File: src/rtl/lsu_dcache_port_pkg.sv
// Shared types for the LSU data-cache port.
// Contents: datapath/port widths, access-size codes, FSM state codes, the latched
// request-control struct, and a size->byte-count helper used by the lane aligner.
package lsu_dcache_port_pkg;

    localparam int LSU_XLEN = 64;
    localparam int LSU_AW   = 8;

    typedef enum logic [1:0] {
        SIZE_B = 2'd0,
        SIZE_H = 2'd1,
        SIZE_W = 2'd2,
        SIZE_D = 2'd3
    } lsu_size_e;

    typedef enum logic [1:0] {
        ST_IDLE   = 2'd0,
        ST_ACCESS = 2'd1,
        ST_WRITE  = 2'd2,
        ST_RESP   = 2'd3
    } lsu_state_e;

    typedef struct packed {
        logic      we;
        lsu_size_e size;
        logic      uns;
    } lsu_ctl_t;

    // Number of bytes touched by an access of the given size.
    function automatic int unsigned lsu_bytes(input lsu_size_e s);
        return 32'd1 << s;
    endfunction

endpackage

File: src/rtl/lsu_dcache_port_lane_align.sv
// lsu_lane_align: combinational byte-lane steering between a memory word and
// right-justified CPU data. Shared with the fetch side.
// Ports:
//   size, off, uns  access size, byte offset within the word, zero-extend select
//   rd              word read from memory
//   wd              right-justified store data
//   ld_data         extracted, extended load result
//   st_data         rd with the addressed lanes replaced by wd
module lsu_lane_align
    import lsu_dcache_port_pkg::*;
#(
    parameter int XLEN = LSU_XLEN
) (
    input  lsu_size_e                 size,
    input  logic [$clog2(XLEN/8)-1:0] off,
    input  logic                      uns,
    input  logic [XLEN-1:0]           rd,
    input  logic [XLEN-1:0]           wd,
    output logic [XLEN-1:0]           ld_data,
    output logic [XLEN-1:0]           st_data
);
    localparam int NB = XLEN / 8;

    logic [XLEN-1:0] sh;
    logic [XLEN-1:0] wsh;
    logic [NB-1:0]   bmask;
    logic            sx;

    always_comb begin
        // Little-endian: byte k lives in bits 8k+7:8k, so the offset is a plain shift.
        sh      = rd >> {off, 3'b000};
        wsh     = wd << {off, 3'b000};
        bmask   = NB'((1 << lsu_bytes(size)) - 1) << off;
        sx      = ~uns;
        ld_data = sh;
        case (size)
            SIZE_B:  ld_data = {{(XLEN-8){sh[7] & sx}},   sh[7:0]};
            SIZE_H:  ld_data = {{(XLEN-16){sh[15] & sx}}, sh[15:0]};
            SIZE_W:  ld_data = {{(XLEN-32){sh[31] & sx}}, sh[31:0]};
            default: ld_data = sh;
        endcase
        st_data = rd;
        for (int k = 0; k < NB; k++) begin
            if (bmask[k]) st_data[8*k +: 8] = wsh[8*k +: 8];
        end
    end

endmodule

File: src/rtl/lsu_dcache_port.sv
// lsu_dcache_port: single-outstanding load/store initiator for a word-wide memory
// port (comb read, sync write). Sub-word stores do read-modify-write over two cycles.
// Ports:
//   clk, reset                         clock, async active-high reset
//   req_valid/ready/we/size/unsigned   request handshake and control
//   req_addr, req_wdata                byte address, right-justified store data
//   resp_valid/ready                   response handshake
//   resp_rdata, resp_misalign          load result / misalignment flag
//   mem_a, mem_we, mem_wd, mem_rd      memory word index, write strobe/data, read data
module lsu_dcache_port
    import lsu_dcache_port_pkg::*;
#(
    parameter int XLEN = LSU_XLEN,
    parameter int AW   = LSU_AW
) (
    input  logic            clk,
    input  logic            reset,
    input  logic            req_valid,
    output logic            req_ready,
    input  logic            req_we,
    input  logic [1:0]      req_size,
    input  logic            req_unsigned,
    input  logic [XLEN-1:0] req_addr,
    input  logic [XLEN-1:0] req_wdata,
    output logic            resp_valid,
    input  logic            resp_ready,
    output logic [XLEN-1:0] resp_rdata,
    output logic            resp_misalign,
    output logic [AW-1:0]   mem_a,
    output logic            mem_we,
    output logic [XLEN-1:0] mem_wd,
    input  logic [XLEN-1:0] mem_rd
);
    localparam int OFFW = $clog2(XLEN/8);

    lsu_state_e      state;
    lsu_ctl_t        ctl_q;
    logic [OFFW-1:0] off_q;
    logic [XLEN-1:0] wdata_q;
    logic [XLEN-1:0] merge_q;
    logic [XLEN-1:0] ld_data;
    logic [XLEN-1:0] st_data;
    logic            req_mis;
    logic            store_d;
    logic            unused_addr_hi;

    // Address bits above the word index alias onto the same memory.
    assign unused_addr_hi = ^req_addr[XLEN-1:AW+OFFW];

    assign req_mis = |(req_addr[OFFW-1:0] & OFFW'((1 << req_size) - 1));
    assign store_d = (state == ST_ACCESS) && ctl_q.we && (ctl_q.size == SIZE_D);

    // Write strobe is decoded from state so an async reset kills it immediately.
    assign mem_we = (state == ST_WRITE) || store_d;

    always_comb begin
        mem_wd = '0;
        if (state == ST_WRITE) mem_wd = merge_q;
        else if (store_d)      mem_wd = wdata_q;
    end

    lsu_lane_align #(.XLEN(XLEN)) u_align (
        .size    (ctl_q.size),
        .off     (off_q),
        .uns     (ctl_q.uns),
        .rd      (mem_rd),
        .wd      (wdata_q),
        .ld_data (ld_data),
        .st_data (st_data)
    );

    always_ff @(posedge clk or posedge reset) begin
        if (reset) begin
            state         <= ST_IDLE;
            ctl_q         <= '0;
            off_q         <= '0;
            wdata_q       <= '0;
            merge_q       <= '0;
            req_ready     <= 1'b1;
            resp_valid    <= 1'b0;
            resp_rdata    <= '0;
            resp_misalign <= 1'b0;
            mem_a         <= '0;
        end else begin
            case (state)
                ST_IDLE: begin
                    if (req_valid) begin
                        ctl_q      <= '{we: req_we, size: lsu_size_e'(req_size), uns: req_unsigned};
                        off_q      <= req_addr[OFFW-1:0];
                        wdata_q    <= req_wdata;
                        req_ready  <= 1'b0;
                        resp_rdata <= '0;
                        if (req_mis) begin
                            // No memory access; mem_a keeps its previous index.
                            resp_misalign <= 1'b1;
                            resp_valid    <= 1'b1;
                            state         <= ST_RESP;
                        end else begin
                            resp_misalign <= 1'b0;
                            mem_a         <= req_addr[AW+OFFW-1:OFFW];
                            state         <= ST_ACCESS;
                        end
                    end
                end
                ST_ACCESS: begin
                    if (!ctl_q.we) begin
                        resp_rdata <= ld_data;
                        resp_valid <= 1'b1;
                        state      <= ST_RESP;
                    end else if (ctl_q.size == SIZE_D) begin
                        resp_valid <= 1'b1;
                        state      <= ST_RESP;
                    end else begin
                        merge_q <= st_data;
                        state   <= ST_WRITE;
                    end
                end
                ST_WRITE: begin
                    resp_valid <= 1'b1;
                    state      <= ST_RESP;
                end
                ST_RESP: begin
                    if (resp_ready) begin
                        resp_valid <= 1'b0;
                        req_ready  <= 1'b1;
                        state      <= ST_IDLE;
                    end
                end
                default: state <= ST_IDLE;
            endcase
        end
    end

endmodule

File: config.mk
export PLATFORM = sky130hd
export DESIGN_NAME = lsu_dcache_port
export DESIGN_NICKNAME = d
export VERILOG_FILES = /design/src/rtl/lsu_dcache_port_pkg.sv /design/src/rtl/lsu_dcache_port_lane_align.sv /design/src/rtl/lsu_dcache_port.sv
export SDC_FILE = /design/constraint.sdc
export NUM_CORES = 1
export LEC_CHECK = 0
export ABC_CLOCK_PERIOD_IN_PS = 9200
export CORE_MARGIN = 2
export CORE_UTILIZATION = 27
export DETAILED_ROUTE_END_ITERATION = 12
export GPL_ROUTABILITY_DRIVEN = 1
export GPL_TIMING_DRIVEN = 0
export PLACE_DENSITY_LB_ADDON = 0.05
export SETUP_SLACK_MARGIN = 0.15
export SLEW_MARGIN = 20
export SYNTH_ARGS = -nofsm -noshare
export SYNTH_HDL_FRONTEND = slang
export SYNTH_SLANG_ARGS = --single-unit
File: constraint.sdc
create_clock -name clk -period 9.2 [get_ports clk]
set_input_delay 1.84 -clock clk [delete_from_list [all_inputs] [get_ports clk]]
set_output_delay 1.84 -clock clk [all_outputs]
set_load 0.02 [all_outputs]
==> Word-level counts from Yosys, hierarchy flattened <==
Cells that the tools add are included.
{ "word_totals": {"rom_bits": 0, "output_inout_bits": 140, "latch_bits": 0, "n_memories": 0, "regBits": 212, "word_cells": 83, "mem_bits_rw": 0, "input_bits": 200} }
{ "classes": {"n_reduce_logical": 15, "magnitude_cmp": 0, "n_mul": 0, "div": 0, "add_sub_neg": 2, "bitwise_logic": 7, "n_eq_ne": 11, "n_mux": 30, "shifts": 6} }
{ "ops": {"columns": ["operator", "count"], "rows": [
  ["64-bit two-way mux", 4],
  ["64-bit case mux with 3 select lines", 1],
  ["64-bit case mux with 2 select lines", 1],
  ["8-bit two-way mux", 8],
  ["64-bit by 6-bit << shifter with 64-bit output", 1],
  ["64-bit by 6-bit right shift with 64-bit output", 1],
  ["1-bit by 2-bit << shifter with 32-bit output (first input constant)", 1],
  ["1-bit by 32-bit << shifter with 8-bit output (first input constant)", 1],
  ["3-bit AND reduction", 4],
  ["1-bit two-way mux", 10],
  ["2-bit == test (second input constant)", 4],
  ["2-bit != test (second input constant)", 4],
  ["2-bit case mux with 4 select lines", 1],
  ["8-bit by 3-bit << shifter with 8-bit output", 1],
  ["8-bit by 2-bit subtractor with 8-bit output (second input constant)", 1],
  ["2-bit two-way mux", 3],
  ["2-bit by 1-bit == test with 1-bit output (second input constant)", 2],
  ["2-bit zero test", 2],
  ["1-bit case mux with 4 select lines", 1],
  ["2-bit AND reduction", 2],
  ["4-bit AND reduction", 1],
  ["2-bit nonzero test", 2],
  ["1-bit AND", 3],
  ["3-bit AND", 1],
  ["other kinds (8)", 11]
]} }

==> Depth between registers and ports, before layout <==
Gate-level depths: netlist of the first run.
{ "logic_depth": {"word_depth": 7, "mapped_depth": 10, "ltp_nobuf": 7} }

==> Hierarchy <==
Synthesis of the first run repeated with hierarchy kept, for this count alone.
{ "unflattened": {"cells_unflattened": 1357, "area_unflattened_um2": 14263.7} }
{ "by_module_without_submodules": {"columns": ["module", "n_inst", "area_per_inst_um2", "cells_per_inst"], "rows": [
  ["lsu_dcache_port", 1, 9193.8, 763],
  ["lsu_lane_align", 1, 5069.9, 594]
]} }

==> Worst setup path after synthesis of the first run <==
No wires, ideal clock.
{ "synth_path": {"path_kind": "register -> output", "start": "register state[0]", "end": "output port mem_wd[10]", "t_arrival_ps": 1920, "stages_incl_launch_ff": 7, "n_path_buf": 2, "path_slack_ps": 5440, "t_required_ps": 7360, "cell_sequence": "dfrtp_1 > inv_1 > ha_1 > clkbuf_1 > buf_1 > mux2i_1 > nor2_1"} }
{ "synth_between": {"elab_chain_cells": 5} }
{ "synth_rtl": {"columns": ["element", "line_no", "source"], "rows": [
  ["start: declaration", "lsu_dcache_port.sv:36", "lsu_state_e state;"],
  ["start signal: assignment", "lsu_dcache_port.sv:74", "state <= ST_IDLE;"],
  ["start signal: assignment", "lsu_dcache_port.sv:97", "state <= ST_RESP;"],
  ["start signal: assignment", "lsu_dcache_port.sv:101", "state <= ST_ACCESS;"],
  ["2-bit by 1-bit == test with 1-bit output", "lsu_dcache_port.sv:51", "assign store_d = (state == ST_ACCESS) && ctl_q.we && (ctl_q.size == SIZE_D);"],
  ["1-bit logical AND (2 in series)", "lsu_dcache_port.sv:51", null],
  ["64-bit two-way mux", "lsu_dcache_port.sv:59", "else if (store_d) mem_wd = wdata_q;"],
  ["64-bit two-way mux (*)", "lsu_dcache_port.sv:58", "if (state == ST_WRITE) mem_wd = merge_q;"],
  ["end: declaration", "lsu_dcache_port.sv:31", "output logic [XLEN-1:0] mem_wd,"]
]} }
Every way passes the cells marked *; elsewhere a longest branch is shown, timed or not.

==> Final worst setup path of the first run <==
{ "layout_path": {"start": "register state[1]", "end": "output port mem_wd[60]"} }
The elaborated chain is that of the path after synthesis.

==> out/metrics.csv, run 1 <==
metric;value;unit
period_share;62.5;%
leakagePower;7.24;nW
setup-violations-final;0;
timing.final.ws_setup;3450;ps
min_period;5750;ps
rows;81;
r2r_start;state[0];
gr-total-overflow;0;
power_density;422;nW/um2
grtUsageTotal;25.6;%
htreeDepth;1;
worst-slew-pin-transition;1140;ps
hp-class;flip-flop to flip-flop;
dp_hpwl;52600;um
ir_drop;0.144;mV
die_area;50900;um2
fin_area;17900;um2
max_cap_violations;0;
syn_inst;1305;
wire_per_inst;29.2;um
synth-compound-area-share;17.2;%
grt_max_degree;95;
dp_cells;2215;
gp_congestion;0.906;
pin_count;340;
r2r_cells;7;
via_per_inst;5.38;
required;7360;ps
rsz0062_at_grt;no;
yosys-top-cells-area;dfrtp_1 (40%), mux2i_1 (13%), mux2_2 (11%);
utilization;36.7;%
synthTopCellsByCount;dfrtp_1 (211), mux2i_1 (169), nand2_1 (156);
async_flop_share;100;%
synthFlopType;dfrtp_1;
grt_pass1_wl;92800;um
clock_latency;580;ps
area_growth;34.7;%
cts.sinks;212;
dpl_worst_slack;3960;ps
grt_pass1_vias;12500;
clkTransAtPathRegs;60;ps
synth_fa_ha_area_share;0.472;%
crit_end;mem_wd[60];
r2r_end;mem_a[7];
final.fill_count;5052;
clock_skew;19.2;ps
die_h;226;um
hold_start;merge_q[61];
netlist_area;13300;um2
post_cts_buffers;0;
hold_ws;479;ps
synth_xor_area_share;0;%
fmax;174;MHz
crit_fanout;10;
cts_buffers;28;
rrSetupSlack;5820;ps
drtAntennaViolNets;0;
synthMuxAreaShare;27.6;%
place_area;17000;um2
cts.path.max_buffers;3;
ys_seq_area_share;40.0;%
synth_seq_cells;212;
wirelength;66200;um
vias;12200;
instances_no_fill;2265;
yosysWarnings;0;
cts_resized;0;
maxSlewViolCount;0;
crit_path_start_kind;flip-flop;
core;48600;um2
finalHoldViolCount;0;
synth_top_area_share;39.8;%
grt_antenna_before_repair;6;
clockRootBuffer;clkbuf_16;
critPathLaunch;state[1];
dr.pass1.iters;5;
synth_most_common_cell;dfrtp_1;
crit_path_end_kind;primary output;
worstPathArrival;3910;ps
synth_edf_count;0;
syn-num-nets;1510;
initial_utilization;27.2;%
ctsHoldBuffers;0;
yosys.area_share.simple;10.2;%
drc;0;
yosysUniqueCellTypes;64;
synth_top_family_by_area;multiplexers;
maxSlewHeadroom;24.0;%
die_x;226;um
status;finished clean;
avgSynthCellArea;10.2;um2
place.port_buffers;286;
cts_tree;built;
first_iter_violations;1049;
synth_largest_area_cell;dfrtp_1;
crit_type;flip-flop to primary output;
drive_gt1_share;17.6;%
layout.nets;1828;
[layout by cell type (no fill, tap or decap), types with 7 or more instances in the layout]
master / Yosys / final
a211o_1: 8 / 8
a21oi_1: 54 / 54
a221o_1: 29 / 29
a221oi_1: 15 / 15
a2bb2oi_1: 7 / 7
buf_1: 19 / 19
buf_2: 20 / 20
buf_4: 20 / 20
clkbuf_1: 45 / 48
clkbuf_16: 0 / 29
clkbuf_8: 0 / 8
clkdlybuf4s50_1: 0 / 286
clkinv_2: 0 / 7
dfrtp_1: 211 / 211
inv_1: 10 / 9
mux2_2: 129 / 129
mux2i_1: 169 / 169
mux4_2: 21 / 21
nand2_1: 156 / 156
nand3_1: 8 / 8
nor2_1: 118 / 118
o211ai_1: 10 / 10
o21ai_0: 83 / 83
o21ai_1: 39 / 39
o221ai_1: 7 / 7
o22ai_1: 9 / 9
o2bb2ai_1: 8 / 8
o31ai_2: 11 / 11
[routing by layer]
metal | share of wire, % | global-route usage [%]
met1 | 46 | 35.8
met3 | 7.5 | 6.19
met4 | 3.1 | 7.99
met2 | 44 | 38.9
met5 | 0.062 | 0
[report_power, final]
group	internal [W]	switching, W
sequential	0.00137	0.000526
combinational	0.00189	0.00268
clock	0.000632	0.000445
[through the flow]
step / TNS (ps) / total power, W
floorplan: 0 / 0.00455
global placement: -371800 / 0.00643
detailed placement: 0 / 0.00644
CTS: 0 / 0.00755
global route: 0 / 0.00796
finish: 0 / 0.00754
[cell families after synthesis]
logic type      count (synthesis)
flops                         212
compound gates                325
simple gates                  321
buf+inv                       120
mux                           322
fa+ha+maj                       5
[worst min path at each step]
stage | to | slack, ps | cells past startpoint
after global routing | merge_q[10] | 500 | 2
after CTS | merge_q[10] | 490 | 2
final | merge_q[61] | 480 | 2
after floorplan | merge_q[10] | 450 | 2
after detailed placement | merge_q[10] | 470 | 2
after global placement | merge_q[5] | 470 | 2
[flip-flops by register name (all words and copies together), names as in the netlist]
signal,flops
ctl_q,4
wdata_q,64
resp_rdata,64
resp_valid,1
resp_misalign,1
off_q,3
mem_a,8
state,2
req_ready,1
merge_q,64
[layout make-up]
class                           instances  area [um2]  area share [%]
Clock buffer                           40         847            4.74
Antenna cell                            1        2.50          0.0140
Buffer                                110         558            3.13
Sequential cell                       212        5310            29.7
Timing Repair Buffer                  288        2920            16.3
Multi-Input combinational cell        973        7350            41.2
Clock inverter                          9        50.0           0.280
Tap cell                              622         778            4.36
Inverter                               10        45.0           0.252
[worst max-delay path: stages (launching register included)]
cell and delay, ps:
dfrtp_1 380, inv_1 100, ha_1 260, clkbuf_1 260, a41oi_1 360, clkbuf_1 750, buf_1 470, nor2_1 160
clkdlybuf4s50_1 570
(Power assumes the default switching activity.)
==> run 2: changes to the inputs <==
Settings changed: ABC_CLOCK_PERIOD_IN_PS 9200 to 5300.
Clock period 9.2 ns to 5.3 ns, I/O delays scaled along.
==> run 2 against run 1 <==
Effect of this change:
- clock skew shrank 3.1 ps
- register-to-register slack lost 3900 ps
- cell area grew 0.64%
- global-route usage grew 0.063 points
- cell count grew 0.22%
- count of clock-buffer cells in the layout shrank 7
- flip-flop and latch count is the same
==> out/metrics.csv, run 2 (synthesized netlist as in run 1, its figures left out) <==
metric;value;unit
grt_pass1_vias;12400;
crit_path_end_kind;primary output;
required;4240;ps
power_density;735;nW/um2
crit_path_cell_trace;inv_1, ha_1, clkbuf_1, buf_1, mux2i_1, nor2_1, clkdlybuf4s50_1;
first_iter_violations;1171;
max_cap_violations;0;
clock_skew;16.0;ps
grt_max_degree;32;
status;finished clean;
rsz0062_at_grt;no;
area_growth;35.6;%
period_share;91.4;%
setup-violations-final;0;
crit_fanout;10;
cts.sinks;212;
die_h;226;um
drive_gt1_share;18.0;%
final.fill_count;4963;
gr-usage-met2;40.5;%
layout_common_cells;clkdlybuf4s50_1 (286), dfrtp_1 (211), mux2i_1 (169), nand2_1 (156), mux2_2 (129);
grt.busiest_layer;met2;
initial_utilization;27.2;%
gp_congestion;0.894;
cpMaxStageDelayCell;clkbuf_1;
crit_type;flip-flop to primary output;
worst-slew-pin-transition;1130;ps
clockRootBuffer;clkbuf_16;
fin_setup_tns;0;ps
reg.largest.list;merge_q x64, resp_rdata x64, wdata_q x64;
via_per_inst;5.38;
drc;0;
cts_tree;built;
finalHoldViolCount;0;
min_period;4850;ps
hold_ws;482;ps
htreeDepth;1;
grt_use_met1;37.9;%
dp_hpwl;53000;um
fmax;206;MHz
max_stage_delay;830;ps
critPathTopFamily;buffers and inverters;
maxSlewViolCount;0;
grtUsageTotal;25.7;%
clkTransAtPathRegs;70;ps
layout.nets;1832;
wirelength;66000;um
grt_antenna_before_repair;2;
crit_path_start_kind;flip-flop;
cts.path.max_buffers;3;
use_met3;3.53;%
gr-total-overflow;0;
cts_buffers;27;
ir_drop;0.256;mV
rows;81;
leakagePower;7.29;nW
die_area;50900;um2
cp_num_buf_inv;4;
dr.pass1.iters;5;
core;48600;um2
place.port_buffers;286;
utilization;36.9;%
grt_pass1_wl;93500;um
final_common_cell;clkdlybuf4s50_1;
die_x;226;um
worstPathArrival;3790;ps
pin_count;340;
drtAntennaViolNets;0;
wire_per_inst;29.1;um
vias;12200;
hp-class;flip-flop to flip-flop;
maxSlewHeadroom;24.8;%
clock_latency;560;ps
-- run 2: cell types whose count changed in the layout (fill, tap and decap cells not counted), moves of 2 or more --
cell       previous run  this run
buf_12                0         6
bufinv_16             0         4
clkbuf_8              8         4
clkinv_2              7        11
clkbuf_1             48        46
clkbuf_16            29        27
-- run 2: repair_timing --
action | in CTS | in global routing
endpoints found under the setup margin | 0 | 19
hold endpoints to repair | 0 | 0
gates resized for setup | 0 | 4
hold buffers | 0 | 0
buffers inserted | 0 | 0
-- run 2: metrics by stage --
step	worst slack, ps	instances	power (W)	cell area [um2]
5_1_grt	275	2269	0.0139	18000
3_5_place_dp	847	2220	0.0112	17000
6_report	455	2270	0.0132	18000
3_3_place_gp	-472	2213	0.0112	16900
4_1_cts	239	2269	0.0132	18000
2_1_floorplan	1480	1305	0.00789	13300
-- run 2: worst register-to-register path, cell delays in order, from the launching register on --
cell,delay [ps]
dfrtp_1,420
inv_1,140
ha_1,240
and2_1,140
clkbuf_1,460
buf_1,890
nand2_1,540
mux2_2,420
-- run 2: worst paths after layout --
path / start / to / slack (ps) / cells after the start
setup / recovery: state[0] / mem_wd[24] / 450 / 7
hold / removal: resp_rdata[61] / resp_rdata[61] / 480 / 2
setup reg to reg: state[0] / mem_a[5] / 1930 / 7
hold reg to reg: resp_rdata[61] / resp_rdata[61] / 480 / 2
max in group asynchronous: reset / req_ready / 3030 / 6
min in group asynchronous: reset / merge_q[48] / 940 / 2
-- run 2: power by group --
part | switching (W) | internal [W] | total (W) | leakage, nW
sequential | 0.000925 | 0.00237 | 0.00330 | 2.65
clock | 0.000762 | 0.00118 | 0.00194 | 0.464
combinational | 0.00467 | 0.00329 | 0.00796 | 4.18
-- run 2: cell type report --
class,instances,area (um2),share of cell area [%]
clock buffer,33,738,4.11
tap,622,778,4.33
buffer,110,559,3.11
multi-input combinational,973,7350,40.9
inverter,10,41.3,0.230
clock inverter,16,183,1.02
antenna,1,2.50,0.0139
timing repair buffer,293,3010,16.8
sequential,212,5310,29.5
-- run 2: routing by layer --
layer	part of all wire (%)	wire [um]
met1	48	31800
met2	45	29700
met3	5.4	3560
met4	1.5	972
met5	0.042	28
==> run 3: changes to the inputs <==
Settings changed: GPL_TIMING_DRIVEN 0 to not set, HOLD_SLACK_MARGIN set to 0.08.
==> run 3 against run 2 <==
Effect of this change:
- sequential share of layout area rose by 0.81 points
- die area stayed put
- combinational power down 10%
- power is 4.6% lower
- clock skew down 5.8 ps
- cell count down 4.1%
- wire length shrank 11%
- flip-flop and latch count unchanged
- via count is 5.6% lower
- critical endpoint is now mem_wd[54]
- largest power group unchanged
==> out/metrics.csv, run 3 (synthesized netlist as in run 1, its figures left out) <==
metric;value;unit
status;finished clean;
grt_max_degree;97;
maxSlewViolCount;0;
finalHoldViolCount;0;
leakagePower;7.02;nW
power_density;719;nW/um2
worst-slew-pin-transition;1140;ps
grt_use_met1;33.6;%
drtAntennaViolNets;0;
gp_congestion;0.864;
post_cts_buffers;0;
utilization;36.0;%
grtUsageTotal;22.9;%
cts_tree;built;
required;4240;ps
die_area;50900;um2
period_share;88.9;%
grt.busiest_layer;met2;
clockRootBuffer;clkbuf_16;
power_frac_comb;56.8;%
layout_common_cells;clkdlybuf4s50_1 (286), dfrtp_1 (209), mux2i_1 (169), nand2_1 (156), mux2_2 (129);
initial_utilization;27.2;%
clockPowerShare;15.5;%
switching_share;47.1;%
die_h;226;um
crit_fanout;36;
area_growth;32.2;%
wire_per_inst;27.1;um
die_x;226;um
drc;0;
cts_resized;0;
core;48600;um2
power_frac_seq;27.7;%
switching_power;0.00594;W
grt_pass1_vias;11500;
use_met3;4.56;%
rows;81;
vias;11500;
dp_hpwl;44600;um
htreeDepth;1;
clock_latency;560;ps
final_common_cell;clkdlybuf4s50_1;
ir_drop;0.285;mV
first_iter_violations;953;
cts.sinks;212;
rsz0062_at_grt;no;
gr-usage-met2;34.6;%
crit_path_end_kind;primary output;
crit_type;flip-flop to primary output;
setup-violations-final;0;
cts_buffers;27;
intPower;0.00666;W
hp-class;flip-flop to flip-flop;
hold_ws;480;ps
clkTransAtPathRegs;60;ps
via_per_inst;5.29;
gr-total-overflow;0;
cts.path.max_buffers;3;
place.port_buffers;286;
fin_setup_tns;0;ps
clock_skew;10.3;ps
grt_antenna_before_repair;12;
crit_path_start_kind;flip-flop;
grt_pass1_wl;84300;um
wirelength;59100;um
dr.pass1.iters;7;
min_period;4710;ps
pin_count;340;
reg.largest.list;merge_q x64, resp_rdata x64, wdata_q x64;
drive_gt1_share;17.4;%
max_cap_violations;0;
layout.nets;1736;
worstPathArrival;3650;ps
ctsHoldBuffers;0;
maxSlewHeadroom;23.8;%
fmax;212;MHz
-- run 3: layer usage --
layer  part of all wire [%]  up-vias
li1                       -     5254
met3                    6.6       77
met5                   0.17        -
met4                    2.0       16
met1                     48     5790
met2                     44      384
-- run 3: worst paths after layout --
kind | from | to | slack (ps) | cells after the start
setup / recovery | state[1] | mem_wd[54] | 590 | 6
hold / removal | resp_rdata[15] | resp_rdata[15] | 480 | 1
setup reg to reg | off_q[1] | resp_rdata[34] | 2010 | 5
hold reg to reg | resp_rdata[15] | resp_rdata[15] | 480 | 1
max in group asynchronous | reset | off_q[1] | 3270 | 3
min in group asynchronous | reset | wdata_q[49] | 1030 | 3
-- run 3: cell type report --
class,count,area [um2]
Tap cell,622,778
Fill cell,5013,31100
Timing Repair Buffer,307,3050
Multi-Input combinational cell,973,7400
Clock inverter,16,198
Sequential cell,212,5310
Clock buffer,33,728
Inverter,10,41.3
Antenna cell,3,7.51
-- run 3: worst max-delay path: stages, from the launching register on --
cell and delay (ps):
dfrtp_1 410, inv_1 110, ha_1 430, a41oi_4 940, buf_4 490, nor2_1 100, clkdlybuf4s50_1 560
-- run 3: metrics by stage --
step	power, W	instances	setup WS [ps]	cell area, um2
finish	0.0126	2176	588	17500
global route	0.0133	2173	348	17500
CTS	0.0127	2173	502	17500
detailed placement	0.0106	2124	1110	16600
global placement	0.0106	2124	1220	16600
floorplan	0.00789	1305	1480	13300
-- run 3: power groups by stage --
stage                     Combinational [W]  Sequential (W)  Clock (W)
after global routing                0.00768         0.00359    0.00206
final                               0.00715         0.00349    0.00195
after global placement              0.00712         0.00349          0
after floorplan                     0.00481         0.00308          0
after CTS                           0.00717         0.00348    0.00201
after detailed placement            0.00714         0.00351          0
